## src/rtl/iob2axil_pkg.sv

```systemverilog
// Shared definitions for the IOb-to-AXI4-Lite bridge: FSM state encoding and AXI response codes.
package iob2axil_pkg;

    typedef enum logic [1:0] {
        IDLE = 2'd0,
        WR   = 2'd1,
        WB   = 2'd2,
        RD   = 2'd3
    } state_t;

    localparam logic [1:0] OKAY   = 2'b00;
    localparam logic [1:0] SLVERR = 2'b10;

    function automatic logic resp_err(input logic [1:0] resp);
        return resp != OKAY;
    endfunction

endpackage

```

## src/rtl/iob2axil.sv

```systemverilog
// IOb slave to AXI4-Lite master bridge, one outstanding transaction, registered outputs.
// Optional sticky response-error flag enabled by defining IOB2AXIL_ERR_EN.
module iob2axil
    import iob2axil_pkg::*;
#(
    parameter int AXIL_ADDR_W = 32,
    parameter int AXIL_DATA_W = 32,
    parameter int ADDR_W      = AXIL_ADDR_W,
    parameter int DATA_W      = AXIL_DATA_W
) (
    input  logic                     clk_i,
    input  logic                     cke_i,
    input  logic                     arst_i,
    input  logic                     iob_avalid_i,
    input  logic [ADDR_W-1:0]        iob_addr_i,
    input  logic [DATA_W-1:0]        iob_wdata_i,
    input  logic [DATA_W/8-1:0]      iob_wstrb_i,
    output logic                     iob_rvalid_o,
    output logic [DATA_W-1:0]        iob_rdata_o,
    output logic                     iob_ready_o,
    output logic [AXIL_ADDR_W-1:0]   axil_awaddr_o,
    output logic [2:0]               axil_awprot_o,
    output logic                     axil_awvalid_o,
    input  logic                     axil_awready_i,
    output logic [AXIL_DATA_W-1:0]   axil_wdata_o,
    output logic [AXIL_DATA_W/8-1:0] axil_wstrb_o,
    output logic                     axil_wvalid_o,
    input  logic                     axil_wready_i,
    input  logic [1:0]               axil_bresp_i,
    input  logic                     axil_bvalid_i,
    output logic                     axil_bready_o,
    output logic [AXIL_ADDR_W-1:0]   axil_araddr_o,
    output logic [2:0]               axil_arprot_o,
    output logic                     axil_arvalid_o,
    input  logic                     axil_arready_i,
    input  logic [AXIL_DATA_W-1:0]   axil_rdata_i,
    input  logic [1:0]               axil_rresp_i,
    input  logic                     axil_rvalid_i,
`ifdef IOB2AXIL_ERR_EN
    output logic                     err_o,
    input  logic                     err_clr_i,
`endif
    output logic                     axil_rready_o
);

    state_t              state;
    logic [ADDR_W-1:0]   addr_r;
    logic [DATA_W-1:0]   wdata_r;
    logic [DATA_W/8-1:0] wstrb_r;

    assign iob_ready_o    = (state == IDLE);
    assign axil_awaddr_o  = AXIL_ADDR_W'(addr_r);
    assign axil_araddr_o  = AXIL_ADDR_W'(addr_r);
    assign axil_wdata_o   = wdata_r;
    assign axil_wstrb_o   = wstrb_r;
    assign axil_awprot_o  = 3'b000;
    assign axil_arprot_o  = 3'b000;

    always_ff @(posedge clk_i or posedge arst_i) begin
        if (arst_i) begin
            state          <= IDLE;
            addr_r         <= '0;
            wdata_r        <= '0;
            wstrb_r        <= '0;
            axil_awvalid_o <= 1'b0;
            axil_wvalid_o  <= 1'b0;
            axil_bready_o  <= 1'b0;
            axil_arvalid_o <= 1'b0;
            axil_rready_o  <= 1'b0;
            iob_rvalid_o   <= 1'b0;
            iob_rdata_o    <= '0;
        end else if (cke_i) begin
            iob_rvalid_o <= 1'b0;
            case (state)
                IDLE: begin
                    if (iob_avalid_i) begin
                        addr_r  <= iob_addr_i;
                        wdata_r <= iob_wdata_i;
                        wstrb_r <= iob_wstrb_i;
                        if (|iob_wstrb_i) begin
                            state          <= WR;
                            axil_awvalid_o <= 1'b1;
                            axil_wvalid_o  <= 1'b1;
                        end else begin
                            state          <= RD;
                            axil_arvalid_o <= 1'b1;
                        end
                    end
                end
                WR: begin
                    // AW and W retire independently; move on once both have handshaken.
                    if (axil_awready_i) axil_awvalid_o <= 1'b0;
                    if (axil_wready_i)  axil_wvalid_o  <= 1'b0;
                    if ((!axil_awvalid_o || axil_awready_i) &&
                        (!axil_wvalid_o  || axil_wready_i)) begin
                        state         <= WB;
                        axil_bready_o <= 1'b1;
                    end
                end
                WB: begin
                    if (axil_bvalid_i) begin
                        axil_bready_o <= 1'b0;
                        state         <= IDLE;
                    end
                end
                RD: begin
                    if (axil_arvalid_o) begin
                        if (axil_arready_i) begin
                            axil_arvalid_o <= 1'b0;
                            axil_rready_o  <= 1'b1;
                        end
                    end else if (axil_rvalid_i) begin
                        axil_rready_o <= 1'b0;
                        iob_rdata_o   <= axil_rdata_i;
                        iob_rvalid_o  <= 1'b1;
                        state         <= IDLE;
                    end
                end
                default: state <= IDLE;
            endcase
        end
    end

`ifdef IOB2AXIL_ERR_EN
    // A new error outranks a simultaneous clear.
    always_ff @(posedge clk_i or posedge arst_i) begin
        if (arst_i) begin
            err_o <= 1'b0;
        end else if (cke_i) begin
            err_o <= (err_o && !err_clr_i)
                   || (axil_bready_o && axil_bvalid_i && resp_err(axil_bresp_i))
                   || (axil_rready_o && axil_rvalid_i && resp_err(axil_rresp_i));
        end
    end
`else
    logic unused_resp;
    assign unused_resp = ^{axil_bresp_i, axil_rresp_i};
`endif

endmodule
```

## config.mk

```make
export PLATFORM = sky130hd
export DESIGN_NAME = iob2axil
export DESIGN_NICKNAME = d
export VERILOG_FILES = /design/src/rtl/iob2axil_pkg.sv /design/src/rtl/iob2axil.sv
export SDC_FILE = /design/constraint.sdc
export NUM_CORES = 1
export LEC_CHECK = 0
export ABC_CLOCK_PERIOD_IN_PS = 7500
export CAP_MARGIN = 20
export CORE_MARGIN = 2
export CORE_UTILIZATION = 41
export CTS_CLUSTER_DIAMETER = 30
export DETAILED_ROUTE_END_ITERATION = 10
export GPL_ROUTABILITY_DRIVEN = 0
export PLACE_DENSITY = 0.82
export SKIP_CTS_REPAIR_TIMING = 1
export SYNTH_ARGS = -nofsm -noshare
export SYNTH_HDL_FRONTEND = slang
export SYNTH_SLANG_ARGS = --single-unit
```

## constraint.sdc

```tcl
create_clock -name clk_i -period 7.5 [get_ports clk_i]
set_clock_uncertainty 0.05 [all_clocks]
set_input_delay 1.5 -clock clk_i [delete_from_list [all_inputs] [get_ports clk_i]]
set_output_delay 1.5 -clock clk_i [all_outputs]
set_load 0.1 [all_outputs]
```

After elaboration in Yosys (flattened, before gate mapping)
Cells that the tools add are included.
- muxes and demuxes: 27
- reductions and logical operators: 19
- equal/unequal tests: 13
- bitwise gates (word level): 1
- operators by type and width (operator ; number):
    $mux 1 ; 16
    $ne 2x2->1 const B ; 8
    $reduce_and 4->1 ; 4
    $mux 2 ; 6
    $reduce_and 5->1 ; 2
    $pmux 1 s2 ; 4
    $pmux 2 s4 ; 1
    $reduce_bool 2->1 ; 4
    $reduce_and 6->1 ; 1
    $eq 2x2->1 const B ; 2
    $ne 2x1->1 const B ; 2
    $reduce_or 4->1 ; 1
    $reduce_and 3->1 ; 1
    $eq 2x1->1 const B ; 1
    $logic_not 1->1 ; 2
    $logic_not 2->1 ; 1
    $logic_or 1x1->1 ; 2
    $logic_and 1x1->1 ; 1
    $not 1->1 ; 1
- output and inout bits: 145
- word-level logic and storage cells: 71
- input bits: 113
- register bits after elaboration: 108

Logic depth before layout (Yosys ltp)
Gate-level depths: netlist of the first run.
- depth after elaboration: 5
- depth in mapped cells: 6
- mapped depth without buffers: 4

Worst setup path before layout of the first run
OpenSTA, ideal clock, no wires.
- path kind: flip-flop to output port
- start point: reg state[0]
- end point: out iob_ready_o
- arrival time: 1695 ps
- cell stages (with the launch flop): 2
- data required time: 5950 ps
- path buffers: 0
- setup slack: 4255 ps
- path through: dfrtp_1 -> nor2_1
- longest elaborated chain between the ends: 1
- ends and longest elaborated chain (what ; line ; source):
    from (decl) ; iob2axil.sv:46 ; state_t state;
    from (signal assigned) ; iob2axil.sv:61 ; state <= IDLE;
    from (signal assigned) ; iob2axil.sv:81 ; state <= WR;
    from (signal assigned) ; iob2axil.sv:85 ; state <= RD;
    $logic_not 2->1 ; iob2axil.sv:51 ; assign iob_ready_o = (state == IDLE);
    to (decl) ; iob2axil.sv:20 ; output logic iob_ready_o,
Every way passes these cells.

Final worst setup path of the first run
Same ends and word-level chain as after synthesis.

==> metrics.yaml, run 1 <==
flow_run:
  drv_cap: 0
routing:
  ant_nets: 0
  vias: 3137
  dr.pass1.iters: 4
  vias_per_cell: 4.71
  wl_per_cell_um: 16.3
  drtIter0Drc: 88
  drt-total-wl_um: 10800
  drc: 0
setup_path:
  end_kind: "output port"
  critPathLaunchType: "flip-flop"
  max_stage_delay_ps: 1170
  critPathRequiredTime_ps: 5950
  reg2reg_slack_ps: 4990
  path_cells: "nor2_1 -> clkdlybuf4s50_1"
  arrival_ps: 2260
  crit_type: "reg -> out"
  slowest_stage: "clkdlybuf4s50_1"
  crit_path_max_fanout: 16
sta:
  post-route-min-period_ps: 3810
  rsz0062_at_grt: "no"
  setup_viol: 0
  finalHoldViolCount: 0
  fin_ws_ps: 3690
  fin_setup_tns_ps: 0
  period_share_pct: 50.8
  drv_slew: 0
  worstMarginPinSlew_ps: 1020
  holdWs_ps: 443
  relSlewSlack_pct: 32.1
  max_freq_mhz: 262
finish:
  layout-drive-gt1-share_pct: 23.0
  flow.area_growth_from_synthesis_pct: 55.2
  layout_commonest_cell: "clkdlybuf4s50_1"
  final_cell_mix: "clkdlybuf4s50_1, dfrtp_1, mux2_2"
  nets: 634
  n_antenna_cell: 0
synth:
  syn_inst: 309
  synth_cell_types: 28
  synth.area.top_cells: "dfrtp_1, mux2_2, mux2_4"
  ys_ff_latch: 108
  yosysWarnings: 0
  postSynthAreaPerCell_um2: 14.7
  yosys.area.top_type: "dfrtp_1"
  synth.yosys.seq_area_share_pct: 59.4
  synth_top_area_share_pct: 59.4
  synth_area_um2: 4550
placed_design:
  pre_cts_slack_ps: 3440
  post-dp-hpwl_um: 8300
  io_buffers: 247
floorplan:
  rows: 38
  die_h_um: 109
  die_w_um: 109
  die_area_um2: 12000
  ios: 258
  core_region_area_um2: 10800
  start_util_pct: 42.0
global_route:
  antenna_found_initial: 0
  grt_overflow_total: 0
  grt_pass1_wl_um: 16300
  grt_max_degree: 69
  grt_pass1_vias: 3315
  gr-usage-all-layers_pct: 17.6
clock_network:
  h-tree-depth: 3
  clk_pin_slew_ps: 90
  cts_buffers: 9
  tritoncts: "built"
  cts.sinks: 108
  clock_latency_ps: 350
  cts_root_buffer: "clkbuf_8"
  clockBufferDepth: 2
hold_path:
  hp-class: "reg -> reg"
run_status:
  status: "finished, final reports clean"
[layout make-up]
cell class	instances	area (um2)
multi-input cells	149	1470
well taps	140	175
flip-flops and latches	108	2700
clock inverters	5	75.1
repair buffers	249	2490
fillers	847	3770
clock buffers	11	141
inverters	4	17.5
[critical path, delay by kind of cell, from the launching register on]
kind / cells / cell delay, ps
buffers and inverters: 1 / 1170
DFF: 1 / 540
and+or+nand+nor: 1 / 200
[worst paths after layout]
check,from,end,cells after the start
worst min-delay path,iob_rvalid_o$_DFFE_PP0P_,iob_rvalid_o$_DFFE_PP0P_,1
min in group asynchronous,arst_i,axil_araddr_o[12]$_DFFE_PP0P_,2
worst min register to register,iob_rvalid_o$_DFFE_PP0P_,iob_rvalid_o$_DFFE_PP0P_,1
max in group asynchronous,arst_i,axil_araddr_o[28]$_DFFE_PP0P_,3
worst max-delay path,state[0]$_DFFE_PP0P_,iob_ready_o,2
worst max register to register,state[0]$_DFFE_PP0P_,iob_rdata_o[31]$_DFFE_PP0P_,4
[layer usage]
metal	share of wire, %	GRT usage, %	up-vias
met2	53	32.5	141
met4	2.0	6.78	0
met5	0	0	-
met3	8.0	4.27	18
li1	-	-	1432
met1	37	19.4	1546
[synth_stat cells (all sizes together)]
library cell,count
nand3,2
conb,1
a221oi,1
mux2i,1
a21oi,3
dfrtp,108
nor2b,2
nor2,7
nand2,8
nand2b,1
o21ai,6
o21bai,1
a31oi,1
inv,4
nor4,1
a211oi,1
buf,50
a21o,2
mux2,101
nor3b,1
nor3,1
o31ai,1
clkbuf,3
and3,2
[per-stage QoR]
step           std cells  cell area, um2  util (%)
3_3_place_gp         650            6850      63.2
5_1_grt              666            7070      65.2
3_5_place_dp         650            6850      63.2
4_1_cts              666            7070      65.2
2_1_floorplan        314            4570         -
6_report             666            7070      65.2
[cell families after synthesis]
group,after synthesis,synth area share [%]
flip-flops,108,59.4
multiplexers,102,26.8
buffers and inverters,57,9.01
AND/OR/NAND/NOR,25,2.56
AO/OA/AOI/OAI,16,2.14
other,1,0.0824
[registers in the layout (all words and copies together) (netlist names)]
signal,cells
axil_araddr_o,32
axil_wdata_o,32
iob_rdata_o,32
axil_wstrb_o,4
state,2
axil_arvalid_o,1
axil_awvalid_o,1
axil_bready_o,1
axil_rready_o,1
axil_wvalid_o,1
iob_rvalid_o,1
Power of run 1 is not shown: default switching activity piles up to over one toggle a cycle in this logic, so the estimate is an artifact.
==> run 2: changes to the inputs <==
--- a/config.mk
+++ b/config.mk
@@ -5,14 +5,14 @@
 export SDC_FILE = /design/constraint.sdc
 export NUM_CORES = 1
 export LEC_CHECK = 0
-export ABC_CLOCK_PERIOD_IN_PS = 7500
+export ABC_CLOCK_PERIOD_IN_PS = 3900
 export CAP_MARGIN = 20
 export CORE_MARGIN = 2
-export CORE_UTILIZATION = 41
+export CORE_UTILIZATION = 38
 export CTS_CLUSTER_DIAMETER = 30
 export DETAILED_ROUTE_END_ITERATION = 10
 export GPL_ROUTABILITY_DRIVEN = 0
-export PLACE_DENSITY = 0.82
+export PLACE_DENSITY = 0.77
 export SKIP_CTS_REPAIR_TIMING = 1
 export SYNTH_ARGS = -nofsm -noshare
 export SYNTH_HDL_FRONTEND = slang
==> constraint.sdc (replaced) <==
create_clock -name clk_i -period 3.9 [get_ports clk_i]
set_clock_uncertainty 0.05 [all_clocks]
set_input_delay 0.78 -clock clk_i [delete_from_list [all_inputs] [get_ports clk_i]]
set_output_delay 0.78 -clock clk_i [all_outputs]
set_load 0.1 [all_outputs]
==> run 2 against run 1 <==
Compared with the run above: global-route usage up 0.22 points; sequential share of layout area down 0.75 points; count of clock-buffer cells in the layout down 1; core utilization down 2.9 points; register-to-register slack worse by 3200 ps; via count up 1.5%; critical path depth down 1; worst setup slack worse by 2600 ps; cell count up 0.90%; first-iteration DRC count down 24%; critical endpoint is now axil_arvalid_o.
==> metrics.yaml, run 2 (synthesized netlist as in run 1, its figures left out) <==
run_status:
  status: "finished, final reports clean"  # unchanged
floorplan:
  core_region_area_um2: 11600  # was 10,800 um2
  rows: 39  # was 38
  die_w_um: 113  # was 109 um
  die_h_um: 113  # was 109 um
  die_area_um2: 12900  # was 12,000 um2
  ios: 258  # unchanged
  start_util_pct: 39.4  # was 42.0%
finish:
  final_util_pct: 62.3  # was 65.2%
  fin_area_um2: 7210  # was 7070 um2
  layout_commonest_cell: "clkdlybuf4s50_1"  # unchanged
  fillers: 909  # was 847
  layout-drive-gt1-share_pct: 23.8  # was 23.0%
  nets: 637  # was 634
  n_antenna_cell: 0  # unchanged
  final_cell_mix: "clkdlybuf4s50_1, dfrtp_1, mux2_2"  # unchanged
  flow.area_growth_from_synthesis_pct: 58.3  # was 55.2%
routing:
  drtIter0Drc: 67  # was 88
  wl_per_cell_um: 17.1  # was 16.3 um
  drt-total-wl_um: 11500  # was 10,800 um
  vias: 3185  # was 3,137
  drc: 0  # unchanged
  vias_per_cell: 4.74  # was 4.71
  ant_nets: 0  # unchanged
  dr.pass1.iters: 4  # unchanged
sta:
  period_share_pct: 71.0
  post-route-min-period_ps: 2770
  setup_viol: 0  # unchanged
  drv_slew: 0  # unchanged
  finalHoldViolCount: 0  # unchanged
  max_freq_mhz: 361
  fin_setup_tns_ps: 0  # unchanged
  fin_ws_ps: 1130  # was 3690 ps
  rsz0062_at_grt: "no"  # unchanged
  worstMarginPinSlew_ps: 1030  # was 1020 ps
  relSlewSlack_pct: 30.9  # was 32.1%
setup_path:
  r2r-start: "state[0]$_DFFE_PP0P_"  # unchanged
  critPathLaunchType: "flip-flop"  # unchanged
  regToRegEndpoint: "axil_wdata_o[28]$_DFFE_PP0P_"  # was iob_rdata_o[31]$_DFFE_PP0P_
  slowest_stage: "clkdlybuf4s50_1"  # unchanged
  crit_type: "reg -> out"  # unchanged
  path_cells: "clkdlybuf4s50_1"  # was nor2_1 -> clkdlybuf4s50_1
  crit_path_max_fanout: 5  # was 16
  max_stage_delay_ps: 1180  # was 1170 ps
  end_kind: "output port"  # unchanged
  critPathRequiredTime_ps: 3070  # was 5950 ps
  reg2reg_slack_ps: 1760  # was 4990 ps
  crit_buf_inv: 1  # unchanged
  arrival_ps: 1940  # was 2260 ps
  reg2reg_depth: 4  # unchanged
  critPathTopFamily: "buffers and inverters"  # unchanged
flow_run:
  drv_cap: 0  # unchanged
global_route:
  antenna_found_initial: 0  # unchanged
  grt_pass1_vias: 3455  # was 3,315
  grt_pass1_wl_um: 18100  # was 16,300 um
  grt_overflow_total: 0  # unchanged
  gr-usage-all-layers_pct: 17.8  # was 17.6%
  grt_max_degree: 60  # was 69
clock_network:
  tritoncts: "built"  # unchanged
  clockBufferDepth: 2  # unchanged
  cts_root_buffer: "clkbuf_16"  # was clkbuf_8
  h-tree-depth: 3  # unchanged
  cts_buffers: 9  # unchanged
  clk_pin_slew_ps: 80  # was 90 ps
  clock_latency_ps: 340  # was 350 ps
  cts.sinks: 108  # unchanged
placed_design:
  place_area_um2: 6900  # was 6850 um2
  pre_cts_slack_ps: 974  # was 3440 ps
  io_buffers: 247  # unchanged
  post-dp-hpwl_um: 8830  # was 8300 um
hold_path:
  holdPathEnd: "iob_rvalid_o$_DFFE_PP0P_"  # unchanged
  hold_depth: 1  # unchanged
  hp-class: "reg -> reg"  # unchanged
  min_from: "iob_rvalid_o$_DFFE_PP0P_"  # unchanged
==> run 2: cell count changes in the layout (fill, tap and decap cells not counted), sizes merged <==
cell / change
bufinv: -1
clkbuf: -1
clkdlybuf4s50: -1
buf: +4
inv: +2
==> run 2: worst max-delay path by stage <==
stage                               start                       endpoint  slack, ps  cells past startpoint
2_1_floorplan                      arst_i   axil_araddr_o[0]$_DFFE_PP0P_        220                      1
3_3_place_gp                        cke_i  axil_araddr_o[25]$_DFFE_PP0P_       1000                      4
3_5_place_dp                        cke_i   axil_wdata_o[28]$_DFFE_PP0P_        970                      4
4_1_cts        axil_arvalid_o$_DFFE_PP0P_                 axil_arvalid_o       1130                      1
5_1_grt        axil_arvalid_o$_DFFE_PP0P_                 axil_arvalid_o       1060                      1
6_report       axil_arvalid_o$_DFFE_PP0P_                 axil_arvalid_o       1130                      1
==> run 2: per-layer routing <==
| metal | vias to the layer above | GRT usage (%) | part of all wire [%] |
|---|---|---|---|
| met5 | - | 0 | 0 |
| met4 | 0 | 5.61 | 1.8 |
| met3 | 15 | 5.90 | 8.7 |
| met2 | 154 | 32.5 | 53 |
| met1 | 1571 | 19.7 | 37 |
| li1 | 1445 | - | - |
==> run 2: through the flow <==
stage                     hold slack [ps]  std cells
final                                 436        672
after global routing                  461        672
after CTS                             447        672
after detailed placement              430        656
after global placement                415        656
after floorplan                       659        314
==> run 2: layout make-up <==
type	count	area, um2	area share (%)
inverters	4	17.5	0.243
well taps	143	179	2.48
flip-flops and latches	108	2700	37.5
clock inverters	6	70.1	0.972
clock buffers	10	239	3.32
repair buffers	252	2530	35.1
multi-input cells	149	1470	20.3
Power of run 2 is left out for the same reason.
==> run 3: changes to the inputs <==
--- a/config.mk
+++ b/config.mk
@@ -5,14 +5,14 @@
 export SDC_FILE = /design/constraint.sdc
 export NUM_CORES = 1
 export LEC_CHECK = 0
-export ABC_CLOCK_PERIOD_IN_PS = 3900
+export ABC_CLOCK_PERIOD_IN_PS = 2300
 export CAP_MARGIN = 20
 export CORE_MARGIN = 2
-export CORE_UTILIZATION = 38
+export CORE_UTILIZATION = 35
 export CTS_CLUSTER_DIAMETER = 30
 export DETAILED_ROUTE_END_ITERATION = 10
 export GPL_ROUTABILITY_DRIVEN = 0
-export PLACE_DENSITY = 0.77
+export PLACE_DENSITY = 0.74
 export SKIP_CTS_REPAIR_TIMING = 1
 export SYNTH_ARGS = -nofsm -noshare
 export SYNTH_HDL_FRONTEND = slang
==> constraint.sdc (replaced) <==
create_clock -name clk_i -period 2.3 [get_ports clk_i]
set_clock_uncertainty 0.05 [all_clocks]
set_input_delay 0.46 -clock clk_i [delete_from_list [all_inputs] [get_ports clk_i]]
set_output_delay 0.46 -clock clk_i [all_outputs]
set_load 0.1 [all_outputs]
==> run 3 against run 2 <==
Compared with the run above: global-route usage down 2.6 points; non-clock buffer count up 3; critical path depth rose by 4; worst setup slack got worse by 720 ps; critical endpoint is now iob_rdata_o[0]$_DFFE_PP0P_; largest cell class unchanged.
==> metrics.yaml, run 3 (synthesized netlist as in run 1, its figures left out) <==
setup_path:
  critPathLaunchType: "input pin"  # was flip-flop
  crit_path_max_fanout: 33  # was 5
  crit_buf_inv: 2  # was 1
  arrival_ps: 2050  # was 1940 ps
  path_cells: "clkdlybuf4s50_1 -> and3_1 -> nor2b_2 -> buf_12 -> mux2_2"  # was clkdlybuf4s50_1
  end_kind: "flip-flop"  # was output port
  critPathTopFamily: "buffers and inverters"  # unchanged
  max_stage_delay_ps: 560  # was 1180 ps
  critPathRequiredTime_ps: 2470  # was 3070 ps
  crit_type: "in -> reg"  # was reg -> out
  slowest_stage: "clkdlybuf4s50_1"  # unchanged
floorplan:
  ios: 258  # unchanged
  die_h_um: 118  # was 113 um
  rows: 41  # was 39
  core_region_area_um2: 12700  # was 11,600 um2
  start_util_pct: 35.9  # was 39.4%
  die_w_um: 118  # was 113 um
  die_area_um2: 13900  # was 12,900 um2
finish:
  finalNonFillerCells: 704  # was 672
  layout-drive-gt1-share_pct: 49.6  # was 23.8%
  fin_area_um2: 6970  # was 7210 um2
  nets: 640  # was 637
  final_cell_mix: "buf_4, dfrtp_1, clkdlybuf4s50_1"  # was clkdlybuf4s50_1, dfrtp_1, mux2_2
  ff_latch_area_um2: 2700  # unchanged
  flow.area_growth_from_synthesis_pct: 53.0  # was 58.3%
  n_antenna_cell: 0  # unchanged
  multi_input_area_um2: 1470  # about the same
  layout_commonest_cell: "buf_4"  # was clkdlybuf4s50_1
  fillers: 1054  # was 909
global_route:
  antenna_found_initial: 0  # unchanged
  grt_overflow_total: 0  # unchanged
  grt_max_degree: 57  # was 60
  gr-usage-all-layers_pct: 15.3  # was 17.8%
  grt_pass1_vias: 3274  # was 3,455
  grt_pass1_wl_um: 17100  # was 18,100 um
placed_design:
  dp_cells: 688  # was 656
  place_area_um2: 6670  # was 6900 um2
  io_buffers: 247  # unchanged
  post-dp-hpwl_um: 8040  # was 8830 um
clock_network:
  tritoncts: "built"  # unchanged
  cts_buffers: 9  # unchanged
  clockBufferDepth: 2  # unchanged
  cts.sinks: 108  # unchanged
  clock_latency_ps: 330  # was 340 ps
  h-tree-depth: 3  # unchanged
  clk_pin_slew_ps: 70  # was 80 ps
  cts_root_buffer: "clkbuf_16"  # unchanged
routing:
  wl_per_cell_um: 14.8  # was 17.1 um
  drt-total-wl_um: 10400  # was 11,500 um
  vias_per_cell: 4.48  # was 4.74
  drtIter0Drc: 118  # was 67
  dr.pass1.iters: 4  # unchanged
  ant_nets: 0  # unchanged
  vias: 3156  # was 3,185
  drc: 0  # unchanged
run_status:
  status: "finished, final reports clean"  # unchanged
sta:
  finalHoldViolCount: 0  # unchanged
  holdWs_ps: 448  # was 436 ps
  drv_slew: 0  # unchanged
  fin_setup_tns_ps: 0  # unchanged
  max_freq_mhz: 531
  rsz0062_at_grt: "no"  # unchanged
  period_share_pct: 82.0
  setup_viol: 0  # unchanged
  post-route-min-period_ps: 1880
hold_path:
  hp-class: "reg -> reg"  # unchanged
flow_run:
  drv_cap: 0  # unchanged
-- run 3: cell count changes in the layout (fill, tap and decap cells not counted), moves of 2 or more --
| cell | delta |
|---|---|
| clkdlybuf4s50_1 | -138 |
| buf_4 | +137 |
| buf_12 | +4 |
| clkbuf_1 | +4 |
| clkinv_4 | -2 |
| inv_6 | -2 |
-- run 3: worst paths after layout --
kind / depth (start not counted) / startpoint / slack, ps / to
max: 5 / cke_i / 420 / iob_rdata_o[0]$_DFFE_PP0P_
min: 1 / iob_rvalid_o$_DFFE_PP0P_ / 450 / iob_rvalid_o$_DFFE_PP0P_
max reg2reg: 4 / state[1]$_DFFE_PP0P_ / 450 / iob_rdata_o[0]$_DFFE_PP0P_
min reg2reg: 1 / iob_rvalid_o$_DFFE_PP0P_ / 450 / iob_rvalid_o$_DFFE_PP0P_
max in group asynchronous: 3 / arst_i / 1400 / axil_araddr_o[31]$_DFFE_PP0P_
min in group asynchronous: 3 / arst_i / 530 / iob_rdata_o[9]$_DFFE_PP0P_
-- run 3: layout make-up --
class	instances	area share, %
Inverter	4	0.269
Tap cell	172	3.09
Timing Repair Buffer	255	32.4
Multi-Input combinational cell	149	21.2
Clock inverter	1	0.431
Clock buffer	15	3.84
Sequential cell	108	38.8
-- run 3: through the flow --
step	setup slack (ps)	utilization (%)
2_1_floorplan	233	-
3_3_place_gp	115	52.6
3_5_place_dp	80.1	52.6
4_1_cts	435	55.0
5_1_grt	284	55.0
6_report	415	55.0
-- run 3: routing by layer --
layer | vias up | share of wire [%] | routed length [um] | track usage (%)
met5 | - | 0 | 0 | 0
met4 | 0 | 1.3 | 138 | 5.27
met3 | 11 | 6.7 | 701 | 4.12
met2 | 128 | 52 | 5470 | 25.7
met1 | 1563 | 39 | 4110 | 18.8
li1 | 1454 | - | - | -
Power of run 3 is left out for the same reason.
